==> config.mk <==
export PLATFORM = sky130hd
export DESIGN_NAME = path_runner
export DESIGN_NICKNAME = d
export VERILOG_FILES = /design/src/rtl/path_runner.sv
export SDC_FILE = /design/constraint.sdc
export NUM_CORES = 1
export LEC_CHECK = 0
export CORE_MARGIN = 5
export CORE_UTILIZATION = 30
export CTS_CLUSTER_DIAMETER = 40
export DETAILED_ROUTE_END_ITERATION = 8
export PLACE_DENSITY = 0.54
export SYNTH_ARGS = -nofsm -noshare
export SYNTH_HDL_FRONTEND = slang
export SYNTH_SLANG_ARGS = --single-unit
==> constraint.sdc <==
create_clock -name clk -period 5.51 [get_ports clk]
set_input_delay 1.3775 -clock clk [delete_from_list [all_inputs] [get_ports clk]]
set_output_delay 1.3775 -clock clk [all_outputs]
set_load 0.02 [all_outputs]
==> src/rtl/path_runner.sv <==
// path_runner: replays a solved maze path from (0,0), checking bounds, walls and a 255-move timeout.
// Define WALL_CHECK_EN to read the map (RD/Din) and reject moves into walls.
module path_runner (
    input  logic       clk,
    input  logic       rst,
    input  logic       done,
    input  logic [1:0] move,
    input  logic       Din,
    output logic       run,
    output logic       doneRun,
    output logic       RD,
    output logic [4:0] Xm,
    output logic [4:0] Ym,
    output logic [3:0] posX,
    output logic [3:0] posY,
    output logic [7:0] steps,
    output logic       arrived,
    output logic       fail
);
    typedef enum logic [2:0] {IDLE, REQ, STEP, FINISH, ERR} state_t;
    state_t     state_q, state_d;
    logic [3:0] pos_x_q, pos_x_d, pos_y_q, pos_y_d;
    logic [7:0] steps_q, steps_d;
    logic       arrived_q, arrived_d, fail_q, fail_d, err_pulsed_q, err_pulsed_d;
    logic [4:0] cand_x, cand_y;
    logic       oob, wall, at_goal, reject;
`ifdef WALL_CHECK_EN
    assign wall = Din;
`else
    logic unused_din;
    assign unused_din = Din;
    assign wall = 1'b0;
`endif
    // A step below 0 wraps to 5'h1f, so bit 4 flags both underflow and overflow.
    always_comb begin
        cand_x  = {1'b0, pos_x_q} + (move == 2'b10 ? 5'd1 : move == 2'b01 ? 5'h1f : 5'd0);
        cand_y  = {1'b0, pos_y_q} + (move == 2'b00 ? 5'd1 : move == 2'b11 ? 5'h1f : 5'd0);
        oob     = cand_x[4] | cand_y[4];
        at_goal = cand_x == 5'd15 && cand_y == 5'd15;
        reject  = oob || wall || (steps_q == 8'hff && !at_goal);
    end
    always_ff @(posedge clk) begin
        if (rst) begin
            state_q      <= IDLE;
            pos_x_q      <= '0;
            pos_y_q      <= '0;
            steps_q      <= '0;
            arrived_q    <= 1'b0;
            fail_q       <= 1'b0;
            err_pulsed_q <= 1'b0;
        end else begin
            state_q      <= state_d;
            pos_x_q      <= pos_x_d;
            pos_y_q      <= pos_y_d;
            steps_q      <= steps_d;
            arrived_q    <= arrived_d;
            fail_q       <= fail_d;
            err_pulsed_q <= err_pulsed_d;
        end
    end
    always_comb begin
        state_d      = state_q;
        pos_x_d      = pos_x_q;
        pos_y_d      = pos_y_q;
        steps_d      = steps_q;
        arrived_d    = arrived_q;
        fail_d       = fail_q;
        err_pulsed_d = err_pulsed_q;
        case (state_q)
            IDLE: if (done && !arrived_q && !fail_q) begin
                state_d = REQ;
                pos_x_d = '0;
                pos_y_d = '0;
                steps_d = '0;
            end
            REQ: state_d = STEP;
            STEP: if (reject) begin
                state_d = ERR;
                fail_d  = 1'b1;
            end else begin
                pos_x_d = cand_x[3:0];
                pos_y_d = cand_y[3:0];
                steps_d = steps_q + 8'd1;
                if (at_goal) begin
                    state_d   = FINISH;
                    arrived_d = 1'b1;
                end
            end
            FINISH: state_d = IDLE;
            ERR: err_pulsed_d = 1'b1;
            default: state_d = IDLE;
        endcase
    end
    always_comb begin
        run     = state_q == REQ;
        doneRun = state_q == FINISH || (state_q == ERR && !err_pulsed_q);
`ifdef WALL_CHECK_EN
        RD      = state_q == STEP;
`else
        RD      = 1'b0;
`endif
        Xm      = state_q == STEP ? {1'b0, cand_x[3:0]} : {1'b0, pos_x_q};
        Ym      = state_q == STEP ? {1'b0, cand_y[3:0]} : {1'b0, pos_y_q};
        posX    = pos_x_q;
        posY    = pos_y_q;
        steps   = steps_q;
        arrived = arrived_q;
        fail    = fail_q;
    end
endmodule
==> summary.log <==
INFO  finish         fillers=571
INFO  die            core_area=0.00557mm^2
INFO  synthesis      syn_avg_cell_area=8.12um^2
INFO  clock_network  clock_sink_count=22
INFO  die            die_area=0.00745mm^2
INFO  sta            max-slew-margin-rel=0.429
INFO  detailed_routing num_vias=1,630
INFO  placed_design  place.detailed.instances=307
INFO  sta            post-route-min-period=5.29ns
INFO  power          totalPowerFinal=0.409mW
INFO  clock_network  cts_repair_resize_count=0
INFO  die            die_height=86.3um
INFO  placed_design  io_buffer_count=32
INFO  detailed_routing drt_first_pass_iters=4
INFO  sta            max_slew.worst_pin.slew=0.855ns
INFO  critical_path  worstSetupEndpointType=primary output
INFO  min_path       timing.hold.worst.class=flop to flop
INFO  global_routing overflow=0
INFO  finish         layout_overhead_on_the_synthesized_area=24.1%
INFO  clock_network  numCtsBuffers=3
INFO  synthesis      synth_area_leader_cell=dfxtp_1
INFO  global_routing pin_count_of_the_biggest_net_entering_global_routing=26
INFO  sta            fin_worst_hold_slack=0.474ns
INFO  synthesis      dominantRegCellSynth=dfxtp_1
INFO  finish         finish.cell_count_without_fillers=311
INFO  detailed_routing detail_route.drc_violations=0
INFO  clock_network  clock-root-buffer=clkbuf_8
INFO  clock_network  cts_tree=built
INFO  placed_design  preCtsSetupSlack=0.122ns
INFO  sta            worst_slack=0.221ns
INFO  synthesis      proportion_of_synthesized_chip_area_in_sequential_cells=0.252
INFO  power          cellLeakagePower=0.865nW
INFO  sta            rsz0062_at_grt=no
INFO  detailed_routing drt_iter0_drc=55
INFO  global_routing grt.total_usage=0.120
INFO  placed_design  placement.cell_area=0.00209mm^2
INFO  clock_network  cts_max_path_buffers=2
INFO  critical_path  worstRegToRegCells=9
INFO  synthesis      synth.cell_area=0.00175mm^2
INFO  clock_network  cts.clk_slew.worst_paths=0.09ns
INFO  finish         antenna_cells=0
INFO  detailed_routing postRouteAntennaNets=0
INFO  die            initial_core_util=0.313
INFO  finish         final_layout_size_suffix_gt1_frac=0.0795
INFO  clock_network  cts-htree-levels=1
INFO  synthesis      yosysWarnings=0
INFO  sta            totalNegativeSetupSlack=0ns
INFO  flow_run       cap_violations=0
INFO  synthesis      yosys-top-cells-area=dfxtp_1 (25%), ha_1 (6.4%), o21ai_0 (3.7%)
INFO  synthesis      number_of_synthesized_register_bits=22
INFO  clock_network  clk_latency=0.27ns
INFO  global_routing first_global_vias=1,474
INFO  status         outcome=finished clean
INFO  power          worst_ir_drop_vdd=0.0000759V
INFO  synthesis      ys_types=55
INFO  power          power-per-cell-area=189mW/mm^2
INFO  die            fp-row-count=27
INFO  finish         final_core_utilization=0.389
INFO  detailed_routing detailed_route_vias_per_instance=5.24
INFO  die            floorplan.die.width=86.3um
INFO  global_routing antenna_violations_before_repair=0
INFO  synthesis      async_flop_share=0
INFO  critical_path  worst_ep_required_time=4.13ns
INFO  clock_network  cts_post_setup_buffers_inserted=0
INFO  sta            slew_viol_final=0
INFO  sta            final-hold-violation-count=0
INFO  synthesis      netlist.area_leader.share=0.252
INFO  finish         fin_area=0.00217mm^2
INFO  synthesis      syn_inst=215
INFO  sta            max_clock_freq=0.189GHz
INFO  synthesis      synth-edff-count=0
INFO  sta            fin_crit_sh=0.960
INFO  placed_design  dp.final_hpwl=3120um
INFO  placed_design  place.gp.congestion=0.739
INFO  sta            final.setup_skew=0.00442ns
INFO  global_routing grt_first_pass_wirelength=7400um
INFO  detailed_routing postRouteWirelength=4360um
INFO  die            top_level_ports=37
INFO  min_path       hold-path-cell-count=2
INFO  detailed_routing wl_per_cell=14.0um
INFO  critical_path  critical_path_class=primary input to primary output
INFO  critical_path  crit_path_max_fanout=10
INFO  clock_network  post_cts_hold_buffer_count=0
INFO  finish         finalNetCount=255
INFO  sta            timing.final.setup_violations=0
INFO  critical_path  worst_setup_path_start_kind=primary input
INFO  critical_path  critPathArrivalTime=3.91ns
## cell type report
type / count / area (um^2) / area share
Clock buffer: 3 / 41.3 / 0.0190
Clock inverter: 1 / 30.0 / 0.0138
Inverter: 11 / 41.3 / 0.0190
Multi-Input combinational cell: 164 / 1150 / 0.533
Sequential cell: 22 / 440 / 0.203
Tap cell: 72 / 90.1 / 0.0415
Timing Repair Buffer: 38 / 370 / 0.171
## worst max-delay path: stages
cell and delay (ns):
clkdlybuf4s50_1 0.49, buf_4 0.13, ha_1 0.38, xor2_1 0.20, ha_1 0.23, a21oi_1 0.07, xnor2_1 0.34, a21oi_1 0.12
clkdlybuf4s50_1 0.57
## metal layers
metal	up-vias	track usage	share of wire
met3	4	0.0238	0.045
met5	-	0	0
met1	753	0.173	0.51
met2	34	0.181	0.44
li1	839	-	-
met4	0	0.0297	0.0071
## sequential cells by signal (all words and copies together), names as in the netlist
register      count
posX              4
steps             8
fail              1
state_q           3
arrived           1
posY              4
err_pulsed_q      1
## kinds of logic (layout without fill, tap and decap cells)
logic type | after synthesis | in the layout | synth area share
and+or+nand+nor | 86 | 86 | 0.304
AOI/OAI and AO/OA | 56 | 56 | 0.230
buffers and inverters | 31 | 53 | 0.0938
DFF | 22 | 22 | 0.252
adders and majority gates | 9 | 9 | 0.0645
xor gates and xnor gates | 9 | 9 | 0.0451
other | 1 | 3 | 0.00215
muxes | 1 | 1 | 0.00859
## power breakdown
part	switching (mW)	internal, mW	total (mW)
clock network	0.0596	0.0972	0.157
logic	0.0508	0.0339	0.0847
registers	0.00573	0.162	0.168
total	0.116	0.293	0.409
## cell usage after synthesis (all sizes together), types with 4 or more instances
| library cell | count |
|---|---|
| ha | 9 |
| dfxtp | 22 |
| o21ai | 14 |
| o22a | 7 |
| xor2 | 4 |
| nand4b | 5 |
| nor2 | 18 |
| a211oi | 5 |
| clkbuf | 9 |
| a21oi | 8 |
| o41ai | 7 |
| nand3 | 6 |
| and3 | 10 |
| xnor2 | 5 |
| buf | 11 |
| nand2 | 14 |
| nand3b | 4 |
| a31oi | 4 |
| inv | 11 |
## final timing paths
path | start | to | slack [ns]
setup / recovery | move[0] | Ym[2] | 0.22
hold / removal | err_pulsed_q | err_pulsed_q | 0.47
setup reg to reg | posY[0] | posY[3] | 2.92
hold reg to reg | err_pulsed_q | err_pulsed_q | 0.47
## cell usage in the layout, fill, tap and decap left out, types with 4 or more instances in the layout
cell type / netlist / routed
a211oi_1: 5 / 4
a21oi_1: 8 / 8
a31oi_1: 4 / 4
and3_1: 9 / 9
buf_4: 6 / 6
clkdlybuf4s50_1: 0 / 30
dfxtp_1: 22 / 22
ha_1: 9 / 9
inv_1: 11 / 11
nand2_1: 14 / 14
nand3_1: 5 / 5
nand3b_1: 4 / 4
nand4b_1: 5 / 5
nor2_1: 17 / 17
o21ai_0: 13 / 13
o22a_1: 7 / 7
o41ai_1: 7 / 7
xnor2_1: 5 / 5
xor2_1: 4 / 4
(Power assumes the default switching activity.)
